===== src/rtl/reg_scoreboard_if.sv =====
// Decode/writeback bundle for reg_scoreboard.
// The optional stall_cycles signal exists only when SCOREBOARD_STATS_EN is defined.
interface reg_scoreboard_if #(
  parameter int unsigned NUM_REGS = 32,
  parameter int unsigned ADDR_W   = 5
);
  logic                issue_valid;
  logic                issue_wr;
  logic [ADDR_W-1:0]   issue_rd;
  logic                rn_use;
  logic [ADDR_W-1:0]   rn_addr;
  logic                rm_use;
  logic [ADDR_W-1:0]   rm_addr;
  logic                wb_valid;
  logic [ADDR_W-1:0]   wb_rd;
  logic                flush;
  logic                stall;
  logic [NUM_REGS-1:0] busy_vec;
  logic                underflow_err;
`ifdef SCOREBOARD_STATS_EN
  logic [15:0]         stall_cycles;

  modport master (
    output issue_valid, issue_wr, issue_rd, rn_use, rn_addr, rm_use, rm_addr,
    output wb_valid, wb_rd, flush,
    input  stall, busy_vec, underflow_err, stall_cycles
  );

  modport slave (
    input  issue_valid, issue_wr, issue_rd, rn_use, rn_addr, rm_use, rm_addr,
    input  wb_valid, wb_rd, flush,
    output stall, busy_vec, underflow_err, stall_cycles
  );
`else
  modport master (
    output issue_valid, issue_wr, issue_rd, rn_use, rn_addr, rm_use, rm_addr,
    output wb_valid, wb_rd, flush,
    input  stall, busy_vec, underflow_err
  );

  modport slave (
    input  issue_valid, issue_wr, issue_rd, rn_use, rn_addr, rm_use, rm_addr,
    input  wb_valid, wb_rd, flush,
    output stall, busy_vec, underflow_err
  );
`endif
endinterface


===== src/rtl/reg_scoreboard.sv =====
// Register scoreboard: per-register pending-write counters between decode and writeback.
// Optional stall statistics counter enabled by defining SCOREBOARD_STATS_EN.
module reg_scoreboard #(
  parameter int unsigned NUM_REGS = 32,
  parameter int unsigned ADDR_W   = 5,
  parameter int unsigned CNT_W    = 2,
  parameter int unsigned ZERO_REG = 31
) (
  input logic            clk,
  input logic            reset,
  reg_scoreboard_if.slave sb
);

  localparam logic [CNT_W-1:0]  CntMax   = {CNT_W{1'b1}};
  localparam logic [CNT_W-1:0]  CntOne   = CNT_W'(1);
  localparam logic [ADDR_W-1:0] ZeroAddr = ADDR_W'(ZERO_REG);

  logic [CNT_W-1:0]    count_q [NUM_REGS];
  logic [CNT_W-1:0]    count_d [NUM_REGS];
  logic                underflow_q, underflow_d;
  logic [NUM_REGS-1:0] busy_eff;
  logic [NUM_REGS-1:0] busy_vec;
  logic                hazard_rn, hazard_rm, hazard_full;
  logic                stall;
  logic                issue_acc;

  // Effective busy per register, with same-cycle writeback bypass on the last pending write.
  always_comb begin
    for (int unsigned i = 0; i < NUM_REGS; i++) begin
      busy_eff[i] = (count_q[i] != '0) &&
                    !(sb.wb_valid && (sb.wb_rd == ADDR_W'(i)) && (count_q[i] == CntOne));
      busy_vec[i] = (count_q[i] != '0);
    end
    busy_eff[ZERO_REG] = 1'b0;
    busy_vec[ZERO_REG] = 1'b0;
  end

  // Stall on source hazards or when the destination counter would overflow.
  always_comb begin
    hazard_rn   = sb.rn_use && busy_eff[sb.rn_addr];
    hazard_rm   = sb.rm_use && busy_eff[sb.rm_addr];
    hazard_full = sb.issue_wr && (count_q[sb.issue_rd] == CntMax) &&
                  !(sb.wb_valid && (sb.wb_rd == sb.issue_rd));
    stall       = sb.issue_valid && (hazard_rn || hazard_rm || hazard_full);
    issue_acc   = sb.issue_valid && sb.issue_wr && !stall && (sb.issue_rd != ZeroAddr);
  end

  // Next counter values; flush discards everything, simultaneous inc/dec cancel.
  always_comb begin
    for (int unsigned i = 0; i < NUM_REGS; i++) begin
      logic inc, dec;
      inc = issue_acc && (sb.issue_rd == ADDR_W'(i));
      dec = sb.wb_valid && (sb.wb_rd == ADDR_W'(i)) && (count_q[i] != '0);
      count_d[i] = count_q[i];
      if (sb.flush) begin
        count_d[i] = '0;
      end else if (inc && !dec) begin
        count_d[i] = count_q[i] + CntOne;
      end else if (dec && !inc) begin
        count_d[i] = count_q[i] - CntOne;
      end
    end
    // Sticky error: retiring a write that was never issued (flush suppresses the retire).
    underflow_d = underflow_q ||
                  (!sb.flush && sb.wb_valid && (sb.wb_rd != ZeroAddr) &&
                   (count_q[sb.wb_rd] == '0));
  end

  // Counter and error state, synchronous active-low reset.
  always_ff @(posedge clk) begin
    if (!reset) begin
      for (int unsigned i = 0; i < NUM_REGS; i++) begin
        count_q[i] <= '0;
      end
      underflow_q <= 1'b0;
    end else begin
      for (int unsigned i = 0; i < NUM_REGS; i++) begin
        count_q[i] <= count_d[i];
      end
      underflow_q <= underflow_d;
    end
  end

  assign sb.stall         = stall;
  assign sb.busy_vec      = busy_vec;
  assign sb.underflow_err = underflow_q;

`ifdef SCOREBOARD_STATS_EN
  logic [15:0] stall_cycles_q, stall_cycles_d;

  // Saturating count of stalled cycles; only reset clears it.
  always_comb begin
    stall_cycles_d = stall_cycles_q;
    if (stall && (stall_cycles_q != 16'hFFFF)) begin
      stall_cycles_d = stall_cycles_q + 16'd1;
    end
  end

  // Statistics register.
  always_ff @(posedge clk) begin
    if (!reset) begin
      stall_cycles_q <= '0;
    end else begin
      stall_cycles_q <= stall_cycles_d;
    end
  end

  assign sb.stall_cycles = stall_cycles_q;
`endif

endmodule


===== src/flat_wrapper.sv =====
// flat-port wrapper written by rule: the top's interface ports become plain ports
module reg_scoreboard_flat 
#(
  parameter int unsigned NUM_REGS = 32,
  parameter int unsigned ADDR_W   = 5,
  parameter int unsigned CNT_W    = 2,
  parameter int unsigned ZERO_REG = 31
)
  (clk, reset, sb_issue_valid, sb_issue_wr, sb_issue_rd, sb_rn_use, sb_rn_addr, sb_rm_use, sb_rm_addr, sb_wb_valid, sb_wb_rd, sb_flush, sb_stall, sb_busy_vec, sb_underflow_err);
  reg_scoreboard_if #(.NUM_REGS(NUM_REGS), .ADDR_W(ADDR_W)) sb_i ();
  input logic clk;
  input logic reset;
  input wire logic [$bits(sb_i.issue_valid)-1:0] sb_issue_valid;
  input wire logic [$bits(sb_i.issue_wr)-1:0] sb_issue_wr;
  input wire logic [$bits(sb_i.issue_rd)-1:0] sb_issue_rd;
  input wire logic [$bits(sb_i.rn_use)-1:0] sb_rn_use;
  input wire logic [$bits(sb_i.rn_addr)-1:0] sb_rn_addr;
  input wire logic [$bits(sb_i.rm_use)-1:0] sb_rm_use;
  input wire logic [$bits(sb_i.rm_addr)-1:0] sb_rm_addr;
  input wire logic [$bits(sb_i.wb_valid)-1:0] sb_wb_valid;
  input wire logic [$bits(sb_i.wb_rd)-1:0] sb_wb_rd;
  input wire logic [$bits(sb_i.flush)-1:0] sb_flush;
  output wire logic [$bits(sb_i.stall)-1:0] sb_stall;
  output wire logic [$bits(sb_i.busy_vec)-1:0] sb_busy_vec;
  output wire logic [$bits(sb_i.underflow_err)-1:0] sb_underflow_err;
  assign sb_i.issue_valid = sb_issue_valid;
  assign sb_i.issue_wr = sb_issue_wr;
  assign sb_i.issue_rd = sb_issue_rd;
  assign sb_i.rn_use = sb_rn_use;
  assign sb_i.rn_addr = sb_rn_addr;
  assign sb_i.rm_use = sb_rm_use;
  assign sb_i.rm_addr = sb_rm_addr;
  assign sb_i.wb_valid = sb_wb_valid;
  assign sb_i.wb_rd = sb_wb_rd;
  assign sb_i.flush = sb_flush;
  assign sb_stall = sb_i.stall;
  assign sb_busy_vec = sb_i.busy_vec;
  assign sb_underflow_err = sb_i.underflow_err;
  reg_scoreboard #(.NUM_REGS(NUM_REGS), .ADDR_W(ADDR_W), .CNT_W(CNT_W), .ZERO_REG(ZERO_REG)) u_core (.clk(clk), .reset(reset), .sb(sb_i));
endmodule

===== config.mk =====
export PLATFORM = sky130hd
export DESIGN_NAME = reg_scoreboard_flat
export DESIGN_NICKNAME = d
export VERILOG_FILES = /design/src/rtl/reg_scoreboard_if.sv /design/src/rtl/reg_scoreboard.sv /design/src/flat_wrapper.sv
export SDC_FILE = /design/constraint.sdc
export NUM_CORES = 1
export LEC_CHECK = 0
export ABC_AREA = 1
export BUFFER_PORTS_ARGS = -buffer_cell sky130_fd_sc_hd__buf_2
export CAP_MARGIN = 20
export CORE_MARGIN = 2
export CORE_UTILIZATION = 49
export DETAILED_ROUTE_END_ITERATION = 8
export HOLD_SLACK_MARGIN = 0.06
export PLACE_DENSITY = 0.68
export SYNTH_ARGS = -nofsm -noshare
export SYNTH_HDL_FRONTEND = slang
export SYNTH_SLANG_ARGS = --single-unit

===== constraint.sdc =====
create_clock -name clk -period 2.9 [get_ports clk]
set_input_delay 0.435 -clock clk [delete_from_list [all_inputs] [get_ports clk]]
set_output_delay 0.435 -clock clk [all_outputs]
set_load 0.02 [all_outputs]

==> qor.csv, run 1 <==
stage,metric,value,unit
status,status,"complete, no violations",
floorplanning,die area,13700,um2
drt,wire per inst,19.1,um
floorplanning,Die Span Y,117,um
floorplanning,initial core utilization,50.0,%
logic_synthesis,post-synthesis adder-cell area fraction,18.7,%
final_layout,share of layout cells above drive strength 1,25.8,%
grt,initial antenna violation count,1,
drt,drt pass-1 iters,6,
logic_synthesis,#FFs+latches synth,65,
worst_setup_path,reg2reg setup slack,0.07,ns
final_layout,filler instances,1157,
floorplanning,Die X,117,um
clocking,CTS tree,done,
worst_setup_path,"Data required, critical path",3.20,ns
final_layout,highest-count cells in the layout ignoring fill and taps,"inv_1, nand3_1, buf_4",
pwr,maximum VDD drop,0.471,mV
worst_setup_path,Reg-to-Reg End,u_core.count_q[13][1],
clocking,H-tree depth,3,
logic_synthesis,synthesized area per cell,6.74,um2
logic_synthesis,post-synth net total,1053,
sta,Worst Hold Slack,0.367,ns
placement,DP Area,7490,um2
logic_synthesis,Yosys top cell area share,20.7,%
logic_synthesis,post-synthesis sequential area ratio,20.7,%
final_layout,ANT cells,0,
worst_setup_path,FF-to-FF Start,u_core.count_q[0][1],
final_layout,Layout Area Growth over Synthesis,31.2,%
grt,total grt overflow,0,
drt,initial DRC count,995,
logic_synthesis,Post-Synth XOR/XNOR Area,8.65,%
grt,vias in the first global route,6256,
final_layout,"most common cell after layout, fill and taps aside",inv_1,
placement,DP Wirelength,18.7,mm
logic_synthesis,largest family of logic cells by synthesized area,simple AND/OR/NAND/NOR gates,
sta,Slew @ Worst Pin,0.660,ns
logic_synthesis,synth top area cells,"dfxtp_1, ha_1, nand3_1",
placement,GP Congestion,1.05,
sta,Period minus WS final,2.83,ns
sta,Worst Clk Skew,0.00502,ns
clocking,TritonCTS buffer count,9,
clocking,clock buffer depth,2,
sta,final hold viol count,0,
clocking,clock sinks,65,
drt,ANT nets after route,0,
final_layout,"Net count, final",1206,
floorplanning,IO Pins,62,
logic_synthesis,post-synthesis cell type count,33,
logic_synthesis,number of synthesized flops with an enable pin,0,
floorplanning,CORE AREA,12600,um2
logic_synthesis,mux contribution to synthesized area,0,%
worst_setup_path,worst path arrival time,3.13,ns
sta,Rel. slew slack,55.9,%
grt,largest net degree at the start of global routing,37,
sta,fin crit share,97.6,%
clocking,Worst-Skew Late Latency,0.35,ns
worst_setup_path,crit end category,register,
logic_synthesis,Cells after Synth,931,
drt,Vias,7255,
pwr,Pleak,3.80,nW
sta,Fmax,0.353,GHz
grt,Total GRT Usage,34.9,%
drt,routed vias/inst,5.75,
logic_synthesis,Post-Syn Area,6280,um2
final_layout,"Design Area, Final",8240,um2
flow_run,max cap viols,0,
clocking,Worst-path clk slew,0.06,ns
pwr,Pwr per Cell Area,299,nW/um2
worst_setup_path,origin of the worst setup path,u_core.count_q[0][1],
worst_setup_path,CP Class,register to register,
sta,final setup vio count,0,
worst_setup_path,r2r worst-path depth,17,
logic_synthesis,"Top FF cell, synth",dfxtp_1,
floorplanning,Core Rows,41,
clocking,Root Driver,clkbuf_16,
grt,first-pass GRT wire length,35.1,mm
worst_setup_path,Worst Setup EP,u_core.count_q[13][1],
placement,Port Buffers,60,
drt,final wirelength,24.1,mm
logic_synthesis,Synth async-reset ratio,0,%
sta,Slew Limit Fails,0,
logic_synthesis,Yosys Warn Count,0,
worst_setup_path,Critical Path Fanout Max,7,
min_path,Min-Delay Path Class,input pin to register,
drt,DRC viols,0,
logic_synthesis,cell taking the most area after synthesis,dfxtp_1,
logic_synthesis,Compound-Gate Fraction of Synth Area,14.7,%
worst_setup_path,startpoint types,register,
logic_synthesis,Synth Area in Simple Gates,25.6,%
synth_stat cells, types with 9 or more instances:
| cell | n |
|---|---|
| inv_1 | 159 |
| nand3_1 | 156 |
| ha_1 | 94 |
| nor2_1 | 92 |
| nand2_1 | 89 |
| dfxtp_1 | 65 |
| o21ai_0 | 63 |
| a21oi_1 | 56 |
| xnor2_1 | 31 |
| xor2_1 | 31 |
| a22oi_1 | 22 |
| o22ai_1 | 12 |
| clkbuf_1 | 10 |
| nand4_1 | 10 |
| buf_2 | 9 |
metrics by stage:
stage                     worst slack (ns)  std cells  utilization (%)  power, mW  setup TNS [ns]
after detailed placement            -0.512       1241             59.6       1.29          -24.60
final                               0.0684       1261             65.6       2.47               0
after global routing               -0.0441       1261             65.6       2.52          -0.250
after floorplan                      0.378        931                -       1.09               0
after CTS                         0.000105       1257             62.1       2.41               0
after global placement              -0.502       1241             59.6       1.29          -25.18
worst max-delay path, stage by stage (launching register included):
cell and delay [ns]:
dfxtp_1 0.33, inv_1 0.12, ha_1 0.22, nand4_1 0.14, nand3_1 0.10, nand3_1 0.13
nand3_2 0.10, nand3_1 0.07, nand3_1 0.10, nand2_2 0.07, a21oi_4 0.21, nand4_1 0.27
buf_6 0.24, nor2_1 0.10, ha_1 0.27, a21oi_1 0.15, o21ai_0 0.10, inv_1 0.05
repair_timing:
item	in CTS	in global routing
setup endpoints to repair	51	60
hold buffers	0	0
gates resized for setup	6	130
pin swaps	0	20
buffers inserted	0	4
where the power goes:
part / total (mW) / switching (mW) / leakage (nW) / internal (mW)
Sequential: 0.898 / 0.00240 / 0.528 / 0.896
Clock: 1.12 / 0.438 / 0.142 / 0.686
Combinational: 0.444 / 0.284 / 3.13 / 0.160
Total: 2.47 / 0.724 / 3.80 / 1.74
final cells by class:
cell class	count	area (um2)	share of cell area (%)
Tap cell	172	215	2.61
Inverter	162	618	7.50
Sequential cell	65	1310	15.9
Clock inverter	5	55.1	0.668
Timing Repair Buffer	166	1180	14.3
Clock buffer	11	243	2.95
Multi-Input combinational cell	680	4620	56.1
cells by family after synthesis:
| logic type | after synthesis |
|---|---|
| buf+inv | 186 |
| other cells | 1 |
| compound gates | 163 |
| fa+ha+maj | 94 |
| simple gates | 360 |
| xor+xnor | 62 |
| flops | 65 |
state kept, by name (all words and copies together) (netlist names):
signal	count
u_core.count_q	64
u_core.sb.underflow_err	1
per-layer routing:
layer | track usage, % | routed length (um)
met4 | 14.0 | 918
met2 | 52.5 | 10400
met1 | 48.6 | 10200
met5 | 0 | 38
met3 | 7.26 | 2580
worst min path at each step:
stage                                  startpoint                 endpoint  slack (ns)  cells after the start
after global routing                        reset  u_core.sb.underflow_err        0.37                      2
after detailed placement  u_core.sb.underflow_err  u_core.sb.underflow_err        0.48                      2
after CTS                                   reset  u_core.sb.underflow_err        0.37                      2
after floorplan             u_core.count_q[31][1]    u_core.count_q[31][1]        0.49                      2
after global placement    u_core.sb.underflow_err  u_core.sb.underflow_err        0.45                      2
final                                       reset  u_core.sb.underflow_err        0.37                      2
Power figures use the tool's default switching activity.
==> inputs of run 2 (changes only) <==
Settings changed: PLACE_DENSITY 0.68 to 0.67, SKIP_LAST_GASP set to 1.
==> qor.csv, run 2 (synthesis gave the netlist of run 1 again) <==
stage,metric,value,unit
status,status,"complete, no violations",
floorplanning,Die Span Y,117,um
placement,GP Congestion,1.06,
final_layout,"most common cell after layout, fill and taps aside",nand3_1,
drt,ANT nets after route,0,
clocking,Worst-path clk slew,0.06,ns
floorplanning,initial core utilization,50.0,%
final_layout,"Net count, final",1212,
pwr,maximum VDD drop,0.339,mV
worst_setup_path,startpoint types,input pin,
placement,DP Wirelength,18.8,mm
final_layout,final core occ,64.5,%
final_layout,max reg flops,64,
clocking,TritonCTS buffer count,9,
pwr,Pwr per Cell Area,294,nW/um2
grt,vias in the first global route,6501,
worst_setup_path,crit end category,register,
drt,routed vias/inst,5.74,
floorplanning,IO Pins,62,
final_layout,Final Instance Count excl. Fillers,1267,
sta,Period minus WS final,2.82,ns
pwr,clock power share,43.7,%
final_layout,Layout Area Growth over Synthesis,29.0,%
grt,first-pass GRT wire length,36.4,mm
placement,Port Buffers,60,
pwr,Psw,748,uW
placement,DP Cell Count,1243,
clocking,CTS tree,done,
worst_setup_path,worst path arrival time,3.11,ns
clocking,Root Driver,clkbuf_16,
sta,fin crit share,97.2,%
pwr,post-layout total power,2.38,mW
pwr,Sw Share,31.4,%
pwr,sequential share of power,37.7,%
sta,RSZ-0062 raised after global routing,yes,
sta,Slew @ Worst Pin,0.503,ns
clocking,Worst-Skew Late Latency,0.36,ns
worst_setup_path,"Data required, critical path",3.19,ns
drt,DRC viols,0,
floorplanning,CORE AREA,12600,um2
floorplanning,Die X,117,um
final_layout,filler instances,1193,
drt,Vias,7272,
placement,Place WS,-0.327,ns
sta,final worst slack,0.0814,ns
final_layout,register area,1330,um2
sta,final hold viol count,0,
grt,Total GRT Usage,36.0,%
clocking,H-tree depth,3,
pwr,Comb pwr share,18.6,%
worst_setup_path,CP Class,input pin to register,
min_path,Min-Delay Path Class,input pin to register,
final_layout,ANT cells,0,
clocking,clock buffer depth,2,
drt,drt pass-1 iters,6,
floorplanning,Core Rows,41,
sta,Fmax,0.355,GHz
sta,Slew Limit Fails,0,
pwr,Pleak,3.77,nW
sta,Rel. slew slack,66.4,%
sta,Worst Clk Skew,0.00681,ns
final_layout,Multi-input gate area,4460,um2
floorplanning,die area,13700,um2
sta,final setup vio count,0,
pwr,internal power,1.63,mW
worst_setup_path,Critical Path Fanout Max,10,
grt,total grt overflow,0,
drt,final wirelength,24.4,mm
grt,largest net degree at the start of global routing,26,
final_layout,share of layout cells above drive strength 1,24.9,%
drt,initial DRC count,1028,
drt,wire per inst,19.3,um
clocking,clock sinks,65,
grt,initial antenna violation count,0,
final_layout,largest reg by FF count,u_core.count_q,
flow_run,max cap viols,0,
final_layout,highest-count cells in the layout ignoring fill and taps,"nand3_1, inv_1, buf_4",
[run 2: cell count changes in the layout (fill, tap and decap cells not counted), moves of 6 or more]
cell,previous run,this run
a22oi_2,10,4
nand3_2,23,3
dfxtp_1,57,44
buf_4,99,105
a22oi_1,12,18
nand3_1,134,154
dfxtp_2,8,20
[run 2: worst paths after layout]
kind                            depth (start not counted)  slack (ns)                       to                     from
worst min register to register                          2        0.45  u_core.sb.underflow_err  u_core.sb.underflow_err
worst max-delay path                                   18        0.08    u_core.count_q[22][1]              sb_wb_rd[2]
worst min-delay path                                    2        0.35  u_core.sb.underflow_err                    reset
worst max register to register                         17        0.14    u_core.count_q[22][1]     u_core.count_q[0][1]
[run 2: final cells by class]
cell class | instances | area share (%)
Clock buffer | 9 | 2.78
Clock inverter | 7 | 0.571
Inverter | 162 | 7.66
Multi-Input combinational cell | 680 | 55.0
Sequential cell | 65 | 16.4
Tap cell | 172 | 2.66
Timing Repair Buffer | 172 | 14.9
[run 2: critical path, cell delays in order]
cell	delay, ns
clkbuf_4	0.16
buf_4	0.15
nor2_1	0.22
nand4_1	0.20
nand3_1	0.11
nand3_1	0.09
nand3b_1	0.15
nand3_1	0.10
nand2_1	0.07
nand2_1	0.05
nand3_2	0.11
buf_4	0.12
nand3_2	0.21
nor2_1	0.28
ha_1	0.31
a21oi_1	0.14
o21ai_0	0.11
inv_1	0.08
[run 2: metal layers]
metal | wire, um | part of all wire, % | track usage [%]
met5 | 50 | 0.20 | 2.96
met4 | 1050 | 4.3 | 12.0
met3 | 2780 | 11 | 10.3
met2 | 10500 | 43 | 54.6
met1 | 10100 | 41 | 48.8
[run 2: stage by stage]
step	TNS [ns]	area, um2	hold slack (ns)
global placement	-15.80	7500	0.447
global route	-0.0976	8100	0.349
CTS	0	7800	0.355
finish	0	8100	0.347
detailed placement	-15.01	7500	0.451
floorplan	0	6280	0.494
[run 2: power by group through the flow]
stage | Clock, mW | Sequential, mW | Combinational [mW]
floorplan | 0 | 0.918 | 0.167
global placement | 0 | 0.917 | 0.382
detailed placement | 0 | 0.918 | 0.381
CTS | 1.04 | 0.898 | 0.385
global route | 1.08 | 0.897 | 0.459
finish | 1.04 | 0.897 | 0.443
[run 2: what timing repair did]
action,CTS,global route
setup buffers,0,7
gates resized for setup,6,109
pin swaps,0,12
hold buffers,0,0
setup endpoints to repair,1,51
gates cloned,0,1
==> inputs of run 3 (changes only) <==
Settings changed: CELL_PAD_IN_SITES_DETAIL_PLACEMENT set to 0, CELL_PAD_IN_SITES_GLOBAL_PLACEMENT set to 1, CORE_UTILIZATION 49 to 44, PLACE_DENSITY 0.67 to 0.81.
==> qor.csv, run 3 (synthesis gave the netlist of run 1 again) <==
stage,metric,value,unit
status,status,"complete, no violations",
final_layout,Layout Area Growth over Synthesis,29.3,%
worst_setup_path,crit end category,register,
final_layout,highest-count cells in the layout ignoring fill and taps,"inv_1, nand3_1, buf_4",
pwr,maximum VDD drop,0.274,mV
final_layout,largest reg by FF count,u_core.count_q,
final_layout,"most common cell after layout, fill and taps aside",inv_1,
final_layout,register area,1310,um2
final_layout,Multi-input gate area,4570,um2
sta,Worst Clk Skew,0.00721,ns
flow_run,max cap viols,0,
sta,Fmax,0.355,GHz
sta,fin crit share,97.2,%
sta,Period minus WS final,2.82,ns
floorplanning,die area,15200,um2
placement,DP Area,7460,um2
placement,Port Buffers,60,
drt,Vias,6992,
worst_setup_path,CP Class,input pin to register,
clocking,TritonCTS buffer count,9,
sta,TNS Setup,0,ns
drt,final wirelength,23.3,mm
grt,first-pass GRT wire length,35.4,mm
sta,final hold viol count,0,
sta,final setup vio count,0,
drt,initial DRC count,716,
floorplanning,initial core utilization,45.1,%
drt,wire per inst,18.4,um
final_layout,"Design Area, Final",8120,um2
placement,DP Cell Count,1242,
worst_setup_path,worst path arrival time,3.12,ns
clocking,clock sinks,65,
sta,Rel. slew slack,52.1,%
final_layout,final core occ,58.3,%
floorplanning,CORE AREA,13900,um2
clocking,Worst-Skew Late Latency,0.35,ns
pwr,Pleak,3.74,nW
sta,Slew Limit Fails,0,
drt,DRC viols,0,
drt,ANT nets after route,0,
drt,drt pass-1 iters,6,
worst_setup_path,startpoint types,input pin,
sta,RSZ-0062 raised after global routing,yes,
final_layout,Final Instance Count excl. Fillers,1265,
final_layout,share of layout cells above drive strength 1,23.6,%
final_layout,ANT cells,0,
clocking,Root Driver,clkbuf_16,
pwr,post-layout total power,2.32,mW
grt,vias in the first global route,6307,
grt,total grt overflow,0,
floorplanning,Core Rows,43,
final_layout,max reg flops,64,
drt,routed vias/inst,5.53,
worst_setup_path,Critical Path Fanout Max,5,
placement,DP Wirelength,18.0,mm
final_layout,filler instances,1393,
min_path,Min-Delay Path Class,input pin to register,
floorplanning,Die X,123,um
clocking,CTS tree,done,
clocking,clock buffer depth,2,
sta,Slew @ Worst Pin,0.718,ns
pwr,Pwr per Cell Area,286,nW/um2
clocking,Worst-path clk slew,0.05,ns
placement,GP Congestion,1.09,
final_layout,"Net count, final",1202,
worst_setup_path,"Data required, critical path",3.20,ns
grt,Total GRT Usage,31.3,%
grt,largest net degree at the start of global routing,37,
floorplanning,Die Span Y,123,um
floorplanning,IO Pins,62,
grt,initial antenna violation count,0,
clocking,H-tree depth,3,
==> run 3: what timing repair did <==
action	in CTS	in global routing
hold buffers	0	0
pin swaps	1	24
buffers inserted	0	7
setup endpoints to repair	21	62
gates resized for setup	9	100
endpoints found under the hold margin	0	0
==> run 3: critical path: stages <==
cell and delay [ns]:
buf_4 0.15, inv_4 0.07, buf_4 0.10, nand2_2 0.07, buf_8 0.16, nor2_4 0.16
nand3_2 0.11, nand3_2 0.08, nand3_2 0.09, nand3_1 0.08, nand3_1 0.07, nand3_1 0.10
nand2_2 0.08, a21oi_4 0.19, nand3_2 0.17, buf_4 0.21, nor2_1 0.20, ha_1 0.31
a21oi_1 0.14, o21ai_0 0.08, inv_1 0.05
==> run 3: final cells by class <==
| cell class | instances | area share (%) |
|---|---|---|
| multi-input combinational | 680 | 56.3 |
| clock inverter | 4 | 0.247 |
| inverter | 162 | 7.58 |
| timing repair buffer | 162 | 14.1 |
| tap | 180 | 2.77 |
| clock buffer | 12 | 2.91 |
| sequential | 65 | 16.1 |
==> run 3: worst paths after layout <==
kind	depth (start not counted)	endpoint	slack, ns	startpoint
setup / recovery	21	u_core.count_q[21][1]	0.08	sb_wb_rd[0]
hold / removal	2	u_core.sb.underflow_err	0.36	reset
setup reg to reg	16	u_core.count_q[21][1]	0.15	u_core.count_q[0][0]
hold reg to reg	2	u_core.sb.underflow_err	0.46	u_core.sb.underflow_err
==> run 3: stage by stage <==
stage	hold slack (ns)	worst slack, ns
final	0.358	0.0800
after global placement	0.452	-0.470
after global routing	0.370	-0.0681
after floorplan	0.494	0.378
after CTS	0.357	-0.00767
after detailed placement	0.461	-0.462
==> run 3: metal layers <==
metal  part of all wire [%]  wire (um)  track usage, %  vias up
met5                      0          0               0        -
met4                    2.8        655            11.3        0
met3                    8.3       1940            4.24       50
met2                     45      10500            49.7      325
met1                     44      10200            43.2     3222
li1                       -          -               -     3395
==> run 3: power breakdown <==
part	leakage, nW	switching [mW]	internal [mW]	total [mW]
Combinational	3.08	0.273	0.157	0.430
Clock	0.130	0.423	0.573	0.996
Sequential	0.527	0.00228	0.896	0.898
